===== src/rtl/ram_arbiter.sv =====
// ram_arbiter
//   Shares one single-port data RAM between two requesters: port 0 (CPU data
//   path) and port 1 (loader/debug). Round-robin req/gnt handshake with a
//   registered grant, registered RAM drive and registered read data.
//
//   Optional feature (macro RAM_ARB_INIT_EN): after reset the block sweeps
//   every RAM word with INIT_VALUE, one word per cycle, before any grant.
//   Without the macro the INIT state and sweep counter do not exist and reset
//   goes straight to IDLE, leaving the RAM untouched.
//
// Ports
//   clk, Clear_n        clock, synchronous active-low reset
//   reqN/weN/addrN/wdataN   request from port N (we qualified by req)
//   gntN                one-cycle pulse: the RAM is driven for port N this cycle
//   rvalidN, rdata      one-cycle pulse: rdata holds port N's read result
//   ram_addr/ram_din/ram_store/ram_clear  RAM controls (ram_clear held 0)
//   ram_dout            RAM read data, valid the cycle after ram_addr
//   busy                high whenever the arbiter is not idle
//
// All outputs are flops loaded from the next-state logic, so reset forces
// every output to 0 regardless of the state being entered.
module ram_arbiter #(
  parameter int ADDR_W = 10,
  parameter int DATA_W = 32
`ifdef RAM_ARB_INIT_EN
  ,
  parameter logic [DATA_W-1:0] INIT_VALUE = {DATA_W{1'b0}}
`endif
) (
  input  logic              clk,
  input  logic              Clear_n,
  input  logic              req0,
  input  logic              req1,
  input  logic              we0,
  input  logic              we1,
  input  logic [ADDR_W-1:0] addr0,
  input  logic [ADDR_W-1:0] addr1,
  input  logic [DATA_W-1:0] wdata0,
  input  logic [DATA_W-1:0] wdata1,
  output logic              gnt0,
  output logic              gnt1,
  output logic              rvalid0,
  output logic              rvalid1,
  output logic [DATA_W-1:0] rdata,
  output logic [ADDR_W-1:0] ram_addr,
  output logic [DATA_W-1:0] ram_din,
  output logic              ram_store,
  output logic              ram_clear,
  input  logic [DATA_W-1:0] ram_dout,
  output logic              busy
);

  typedef enum logic [1:0] {
    S_IDLE   = 2'd0,
    S_ACCESS = 2'd1,
    S_RESP   = 2'd2
`ifdef RAM_ARB_INIT_EN
    ,
    S_INIT   = 2'd3
`endif
  } state_t;

`ifdef RAM_ARB_INIT_EN
  localparam state_t RESET_STATE = S_INIT;
`else
  localparam state_t RESET_STATE = S_IDLE;
`endif

  state_t              state_q, state_d;
  logic                sel_q, sel_d;      // selected port (0/1)
  logic                we_q, we_d;        // selected access is a write
  logic                pref_q, pref_d;    // port preferred on contention
  logic                gnt0_q, gnt0_d;
  logic                gnt1_q, gnt1_d;
  logic                rvalid0_q, rvalid0_d;
  logic                rvalid1_q, rvalid1_d;
  logic [DATA_W-1:0]   rdata_q, rdata_d;
  logic [ADDR_W-1:0]   ram_addr_q, ram_addr_d;
  logic [DATA_W-1:0]   ram_din_q, ram_din_d;
  logic                ram_store_q, ram_store_d;
  logic                busy_q, busy_d;
`ifdef RAM_ARB_INIT_EN
  logic [ADDR_W-1:0]   cnt_q, cnt_d;
`endif

  // Port 1 wins when it is the only requester, or when both request and
  // port 1 holds the preference.
  logic pick1;
  assign pick1 = req1 & (~req0 | pref_q);

  always_comb begin
    state_d     = state_q;
    sel_d       = sel_q;
    we_d        = we_q;
    pref_d      = pref_q;
    gnt0_d      = 1'b0;
    gnt1_d      = 1'b0;
    rvalid0_d   = 1'b0;
    rvalid1_d   = 1'b0;
    rdata_d     = rdata_q;
    ram_addr_d  = {ADDR_W{1'b0}};
    ram_din_d   = {DATA_W{1'b0}};
    ram_store_d = 1'b0;
    busy_d      = 1'b0;
`ifdef RAM_ARB_INIT_EN
    cnt_d       = cnt_q;
`endif

    case (state_q)
`ifdef RAM_ARB_INIT_EN
      S_INIT: begin
        // Present word cnt_q next cycle; the last word hands over to IDLE.
        ram_addr_d  = cnt_q;
        ram_din_d   = INIT_VALUE;
        ram_store_d = 1'b1;
        busy_d      = 1'b1;
        cnt_d       = cnt_q + 1'b1;
        if (cnt_q == {ADDR_W{1'b1}}) begin
          state_d = S_IDLE;
        end
      end
`endif
      S_IDLE: begin
        if (req0 || req1) begin
          // Preference only moves when both ports actually contended.
          if (req0 && req1) begin
            pref_d = ~pick1;
          end
          sel_d       = pick1;
          we_d        = pick1 ? we1 : we0;
          ram_addr_d  = pick1 ? addr1 : addr0;
          ram_din_d   = pick1 ? wdata1 : wdata0;
          ram_store_d = pick1 ? we1 : we0;
          gnt0_d      = ~pick1;
          gnt1_d      = pick1;
          busy_d      = 1'b1;
          state_d     = S_ACCESS;
        end
      end
      S_ACCESS: begin
        if (we_q) begin
          state_d = S_IDLE;
        end else begin
          state_d = S_RESP;
          busy_d  = 1'b1;
        end
      end
      S_RESP: begin
        // ram_dout now reflects the address driven during ACCESS.
        rdata_d   = ram_dout;
        rvalid0_d = ~sel_q;
        rvalid1_d = sel_q;
        state_d   = S_IDLE;
      end
      default: begin
        state_d = S_IDLE;
      end
    endcase
  end

  always_ff @(posedge clk) begin
    if (!Clear_n) begin
      state_q     <= RESET_STATE;
      sel_q       <= 1'b0;
      we_q        <= 1'b0;
      pref_q      <= 1'b0;
      gnt0_q      <= 1'b0;
      gnt1_q      <= 1'b0;
      rvalid0_q   <= 1'b0;
      rvalid1_q   <= 1'b0;
      rdata_q     <= {DATA_W{1'b0}};
      ram_addr_q  <= {ADDR_W{1'b0}};
      ram_din_q   <= {DATA_W{1'b0}};
      ram_store_q <= 1'b0;
      busy_q      <= 1'b0;
`ifdef RAM_ARB_INIT_EN
      cnt_q       <= {ADDR_W{1'b0}};
`endif
    end else begin
      state_q     <= state_d;
      sel_q       <= sel_d;
      we_q        <= we_d;
      pref_q      <= pref_d;
      gnt0_q      <= gnt0_d;
      gnt1_q      <= gnt1_d;
      rvalid0_q   <= rvalid0_d;
      rvalid1_q   <= rvalid1_d;
      rdata_q     <= rdata_d;
      ram_addr_q  <= ram_addr_d;
      ram_din_q   <= ram_din_d;
      ram_store_q <= ram_store_d;
      busy_q      <= busy_d;
`ifdef RAM_ARB_INIT_EN
      cnt_q       <= cnt_d;
`endif
    end
  end

  assign gnt0      = gnt0_q;
  assign gnt1      = gnt1_q;
  assign rvalid0   = rvalid0_q;
  assign rvalid1   = rvalid1_q;
  assign rdata     = rdata_q;
  assign ram_addr  = ram_addr_q;
  assign ram_din   = ram_din_q;
  assign ram_store = ram_store_q;
  assign ram_clear = 1'b0;
  assign busy      = busy_q;

endmodule


===== config.mk =====
export PLATFORM = sky130hd
export DESIGN_NAME = ram_arbiter
export DESIGN_NICKNAME = d
export VERILOG_FILES = /design/src/rtl/ram_arbiter.sv
export SDC_FILE = /design/constraint.sdc
export NUM_CORES = 1
export LEC_CHECK = 0
export CAP_MARGIN = 25
export CORE_MARGIN = 2
export CORE_UTILIZATION = 37
export DETAILED_ROUTE_END_ITERATION = 10
export PLACE_DENSITY = 0.85
export SYNTH_ARGS = -nofsm -noshare
export SYNTH_HDL_FRONTEND = slang
export SYNTH_SLANG_ARGS = --single-unit

===== constraint.sdc =====
create_clock -name clk -period 1.8 [get_ports clk]
set_input_delay 0.27 -clock clk [delete_from_list [all_inputs] [get_ports clk]]
set_output_delay 0.27 -clock clk [all_outputs]
set_load 0.005 [all_outputs]

* Word level (Yosys, flattened, before mapping) *
Index checks and enable logic that the tools add are counted.

word-level totals
  flip-flop bits (word level) = 85
  bits of input ports = 122
  output and inout bits = 81
  word-level logic and storage cells = 37

cells by class
  equal/unequal tests = 3
  multiplexer cells = 9
  bitwise operators = 5
  reductions and logical operators = 7

operators with widths
  kind                number
  $mux 32             1
  $mux 10             1
  $reduce_and 3->1    2
  $mux 2              2
  $pmux 2 s2          1
  $reduce_and 2->1    2
  $mux 1              3
  $not 1->1           3
  $eq 2x1->1 const B  1
  $eq 2x2->1 const B  1
  $logic_not 2->1     1
  $ne 2x2->1 const B  1
  $pmux 1 s2          1
  $and 1x1->1         1
  $logic_and 1x1->1   1
  $logic_or 1x1->1    1
  $or 1x1->1          1

* Longest topological paths before layout *
  depth after elaboration = 4
  depth in mapped cells = 5
  mapped depth without buffers = 3

* Worst setup path after synthesis *
No wires, ideal clock.

  path kind = flip-flop to flip-flop
  start point = register state_q[1]
  end point = register ram_din_q[10] (netlist: ram_din[10])
  library setup time = 117 ps
  arrival = 1,100 ps
  data required time = 1,683 ps
  setup slack = 583 ps
  cell stages (with the launch flop) = 6
  buffers on the path = 2
  clock period less this slack = 1,217 ps
  cells stage by stage = dfxtp_1 > nor3b_2 > and3_1 > buf_6 > buf_6 > a22o_1

between the ends
  cells in the longest elaborated chain, start to end = 2

ends and longest elaborated chain
  item                        line  text
  start, declared             69    state_t state_q, state_d;
  start signal, assigned      180   state_q <= state_d;
  $logic_not 2->1             109   case (state_q)
  $reduce_and 3->1 (no line)  --
  end signal, assigned        173   ram_din_q <= {DATA_W{1'b0}};
  end signal, assigned        190   ram_din_q <= ram_din_d;
  end, declared               79    logic [DATA_W-1:0] ram_din_q, ram_din_d;

Every way passes these cells.
A chain may end at the register's enable or synchronous reset.

* Worst setup path in the final report *
  start point = register rdata_q[11] (netlist: rdata[11])
  end point = output port rdata[11]

RTL lines
  item                    line  text
  start, declared         77    logic [DATA_W-1:0] rdata_q, rdata_d;
  start signal, assigned  171   rdata_q <= {DATA_W{1'b0}};
  start signal, assigned  188   rdata_q <= rdata_d;
  end, declared           44    output logic [DATA_W-1:0] rdata,

No word-level cell between the ends.

==> report_table.html <==
<table>
<tr><th>Metric</th><th>Value</th></tr>
<tr><th colspan="2">Status</th></tr>
<tr><td>Status</td><td>finished clean</td></tr>
<tr><th colspan="2">Setup path</th></tr>
<tr><td>Critical setup path kind</td><td>reg -&gt; out</td></tr>
<tr><td>Largest incremental delay on the critical path</td><td>0.51 ns</td></tr>
<tr><td>Reg-to-reg critical path startpoint</td><td>state_q[1]</td></tr>
<tr><td>Launching element of the worst setup path</td><td>rdata[11]</td></tr>
<tr><td>Endpoint kind of the worst setup timing path</td><td>output port</td></tr>
<tr><td>CP Buf/Inv Count</td><td>1</td></tr>
<tr><td>Critical path cell sequence</td><td>clkdlybuf4s50_1</td></tr>
<tr><td>Data arrival at the endpoint of the critical path</td><td>1.20 ns</td></tr>
<tr><td>Largest fanout on the critical path</td><td>2</td></tr>
<tr><td>Destination of the worst register-to-register timing path</td><td>ram_addr[4]</td></tr>
<tr><td>Crit path max-delay cell type</td><td>clkdlybuf4s50_1</td></tr>
<tr><td>Kind of cell with the highest combined delay on the critical path</td><td>buffers and inverters</td></tr>
<tr><td>Logic depth of the worst register-to-register path</td><td>4</td></tr>
<tr><td>Slack of the worst reg-to-reg path</td><td>0.39 ns</td></tr>
<tr><td>Nature of the critical path startpoint</td><td>flip-flop</td></tr>
<tr><td>Instance count on the critical path</td><td>1</td></tr>
<tr><td>Critical path required time</td><td>1.53 ns</td></tr>
<tr><th colspan="2">Hold path</th></tr>
<tr><td>Number of cells on the worst hold path</td><td>1</td></tr>
<tr><td>Min-delay src</td><td>sel_q</td></tr>
<tr><td>Classification of the worst-slack hold path</td><td>reg -&gt; reg</td></tr>
<tr><td>End point of the worst hold path</td><td>rvalid0</td></tr>
<tr><th colspan="2">Clock tree</th></tr>
<tr><td>Clock transition at the register clock pins on the worst setup and hold paths after CTS</td><td>0.08 ns</td></tr>
<tr><td>Hold-fix buffer count after cts</td><td>0</td></tr>
<tr><td>Root cell of the clock tree</td><td>clkbuf_8</td></tr>
<tr><td>TritonCTS buffer count</td><td>9</td></tr>
<tr><td>Clock tree buffer depth</td><td>2</td></tr>
<tr><td>CTS tree</td><td>built</td></tr>
<tr><td>Number of post-CTS setup repair buffers</td><td>0</td></tr>
<tr><td># resized after CTS</td><td>0</td></tr>
<tr><td>Later-pin clock latency in the skew report</td><td>0.34 ns</td></tr>
<tr><td>Number of H-tree levels</td><td>3</td></tr>
<tr><td>Sinks on the clock net</td><td>85</td></tr>
<tr><th colspan="2">Global route</th></tr>
<tr><td>Combined global-route utilization of all metal layers</td><td>19.45%</td></tr>
<tr><td>Pin count of the biggest net entering global routing</td><td>40</td></tr>
<tr><td>GRT overflow</td><td>0</td></tr>
<tr><td>Global-route wire length before repair</td><td>12,880 um</td></tr>
<tr><td>Initial antenna violation count</td><td>0</td></tr>
<tr><td>Number of global-route vias before repair</td><td>2,765</td></tr>
<tr><th colspan="2">STA</th></tr>
<tr><td>Clock skew after layout</td><td>0.007155 ns</td></tr>
<tr><td>Sum of negative setup slack</td><td>0 ns</td></tr>
<tr><td>Final setup violation count</td><td>0</td></tr>
<tr><td>Maximum operating frequency</td><td>681.2 MHz</td></tr>
<tr><td>Post-route clock period utilization</td><td>81.55%</td></tr>
<tr><td>Unrepaired setup endpoints after global routing</td><td>no</td></tr>
<tr><td>Final critical path time including I/O delays and setup</td><td>1.468 ns</td></tr>
<tr><td>Final worst setup slack</td><td>0.3321 ns</td></tr>
<tr><td>Final Hold Viols</td><td>0</td></tr>
<tr><td>Fin. max-slew vios</td><td>0</td></tr>
<tr><th colspan="2">Synth</th></tr>
<tr><td>Average footprint of a synthesized cell</td><td>10.61 um^2</td></tr>
<tr><td>Proportion of synthesized area in mux cells</td><td>0%</td></tr>
<tr><td>Number of warnings issued by yosys</td><td>0</td></tr>
<tr><td>Arithmetic-cell share of the synthesized area counting full adders, half adders and majority gates</td><td>0%</td></tr>
<tr><td>Share of synthesized area occupied by flip-flops and latches</td><td>59.41%</td></tr>
<tr><td>Area share of and/or/nand/nor cells after synthesis</td><td>12.19%</td></tr>
<tr><td>Count of unique library cells instantiated by Yosys</td><td>24</td></tr>
<tr><td>Combinational family with the most area after synthesis</td><td>compound AO/OA/AOI/OAI gates</td></tr>
<tr><td>Area fraction in compound gates after synthesis</td><td>22.50%</td></tr>
<tr><td>Number of register bits inferred by synthesis</td><td>85</td></tr>
<tr><td>Netlist area before placement</td><td>2864 um^2</td></tr>
<tr><td>Syn_nets</td><td>392</td></tr>
<tr><td>Synth Instances</td><td>270</td></tr>
<tr><td>Cell type with the largest total area after synthesis</td><td>dfxtp_1</td></tr>
<tr><td>Share of the synthesized netlist area taken by xor and xnor gates</td><td>0.3058%</td></tr>
<tr><td>Ranking of synthesized cells by area</td><td>dfxtp_1 59%, a22o_1 13%, nand2_1 8.8%, a21boi_1 7.9%, buf_6 2.0%</td></tr>
<tr><td>Fraction of post-synthesis cell area in the top cell type by area</td><td>59.41%</td></tr>
<tr><th colspan="2">Final layout</th></tr>
<tr><td>Number of diodes</td><td>0</td></tr>
<tr><td>Share of the core filled with cells in the final layout</td><td>67.66%</td></tr>
<tr><td>Area delta synth-&gt;final</td><td>79.73%</td></tr>
<tr><td>Fraction of layout cells with a size suffix above 1</td><td>5.096%</td></tr>
<tr><td>Count of nets after finishing</td><td>589</td></tr>
<tr><th colspan="2">Place</th></tr>
<tr><td>Final estimated routing congestion in global placement</td><td>0.7611</td></tr>
<tr><td>Post-DP HPWL</td><td>6369 um</td></tr>
<tr><td>Dpl ws</td><td>0.09502 ns</td></tr>
<tr><td>Number of port buffers</td><td>201</td></tr>
<tr><th colspan="2">Drt</th></tr>
<tr><td>1st-pass router iterations</td><td>4</td></tr>
<tr><td>Drt total wl</td><td>8364 um</td></tr>
<tr><td>Initial DRC count</td><td>45</td></tr>
<tr><td>Detailed-route vias per instance</td><td>4.682</td></tr>
<tr><td>Routed WL per cell</td><td>14.60 um</td></tr>
<tr><td>Vias after detailed routing</td><td>2,683</td></tr>
<tr><td>Number of design rule violations left after detail routing</td><td>0</td></tr>
<tr><td>ANT nets after route</td><td>0</td></tr>
<tr><th colspan="2">Power</th></tr>
<tr><td>Internal</td><td>3.211 mW</td></tr>
<tr><td>Psw</td><td>0.8892 mW</td></tr>
<tr><td>Switching part of the total</td><td>21.69%</td></tr>
<tr><td>Cell Pwr Density</td><td>796.5 nW/um^2</td></tr>
<tr><td>Static leakage power</td><td>1.929 nW</td></tr>
<tr><td>Clock power share</td><td>32.6%</td></tr>
<tr><td>Logic pwr share</td><td>17.7%</td></tr>
<tr><td>Reg power frac</td><td>49.7%</td></tr>
<tr><td>Total power</td><td>4.100 mW</td></tr>
<tr><td>Peak ir drop on the vdd network</td><td>0.5072 mV</td></tr>
<tr><th colspan="2">Floorplanning</th></tr>
<tr><td>Top-level port count</td><td>203</td></tr>
<tr><td>Std cell rows</td><td>32</td></tr>
<tr><td>Floorplan core area</td><td>7607 um^2</td></tr>
<tr><td>Die Area</td><td>8460 um^2</td></tr>
<tr><td>DIE WIDTH</td><td>91.98 um</td></tr>
<tr><td>Initial Utilization</td><td>37.65%</td></tr>
<tr><td>Vert. Die Dim</td><td>91.98 um</td></tr>
<tr><th colspan="2">Flow run</th></tr>
<tr><td>Max-cap viol count</td><td>0</td></tr>
</table>
-- synth_stat cells (all sizes together) --
| library cell | n |
|---|---|
| conb | 1 |
| nor2b | 2 |
| dfxtp | 85 |
| a221o | 1 |
| nor2 | 2 |
| nand2 | 67 |
| nor3 | 2 |
| a22o | 43 |
| nand2b | 2 |
| nor4bb | 1 |
| buf | 19 |
| clkbuf | 4 |
| o21bai | 1 |
| xor2 | 1 |
| o311a | 1 |
| and3 | 2 |
| nor3b | 2 |
| or2 | 1 |
| a21boi | 32 |
| and2 | 1 |
-- how the worst max path moves through the flow --
stage                        endpoint
after floorplan           ram_din[10]
after global placement    ram_addr[1]
after detailed placement  ram_addr[4]
after CTS                    rdata[6]
after global routing         rdata[6]
final                       rdata[11]
-- power by group through the flow --
stage | registers, mW | clock network, mW | logic, mW
after floorplan | 2.09 | 0 | 0.206
after global placement | 2.08 | 0 | 0.716
after detailed placement | 2.08 | 0 | 0.730
after CTS | 2.04 | 1.39 | 0.735
after global routing | 2.05 | 1.47 | 0.779
final | 2.04 | 1.34 | 0.726
-- stage by stage --
step	cells	hold slack, ns	area [um^2]
CTS	573	0.4211	5147
detailed placement	558	0.4064	4947
global placement	558	0.4097	4947
floorplan	270	0.3955	2864
global route	573	0.4477	5147
finish	573	0.4288	5147
-- kinds of logic after synthesis --
family,after synthesis
flip-flops,85
buffers and inverters,23
other,1
XOR/XNOR,1
AO/OA/AOI/OAI,78
AND/OR/NAND/NOR,82
-- cell type report --
type | count | area (um^2)
Fill cell | 572 | 2460
Multi-Input combinational cell | 162 | 1008
Sequential cell | 85 | 1702
Timing Repair Buffer | 209 | 2110
Clock inverter | 3 | 45.04
Tap cell | 102 | 127.6
Clock buffer | 12 | 155.1
-- placed cells by master, fill, tap and decap left out --
master and n:
clkdlybuf4s50_1 201, dfxtp_1 85, nand2_1 67, a22o_1 43, a21boi_1 30, clkbuf_8 11
buf_4 5, buf_12 3, nand2b_1 2, and3_1 2, nor2_1 2, nor3_1 2
a21boi_0 2, clkinvlp_4 2, nor2b_2 1, nor3b_2 1, nor2b_1 1, o21bai_1 1
o311a_1 1, a221o_1 1, nor4bb_1 1, xor2_1 1, and2_1 1, nor3b_1 1
or2_1 1, conb_1 1, bufinv_16 1, clkbuf_1 1
-- sequential cells by signal, summed over array words and instances (netlist names) --
| register | count |
|---|---|
| pref_q | 1 |
| state_q | 2 |
| rvalid1 | 1 |
| we_q | 1 |
| rvalid0 | 1 |
| rdata | 32 |
| sel_q | 1 |
| ram_din | 32 |
| busy | 1 |
| ram_addr | 10 |
| gnt0 | 1 |
| ram_store | 1 |
| gnt1 | 1 |
-- metal layers --
metal / wire (um) / vias to the layer above / track usage [%]
met1: 3092 / 1230 / 20.05
met2: 4361 / 121 / 35.85
met5: 0 / - / 0
li1: - / 1320 / -
met4: 132 / 0 / 7.836
met3: 778 / 12 / 6.656
No activity file was read; power rests on OpenSTA's default activity.
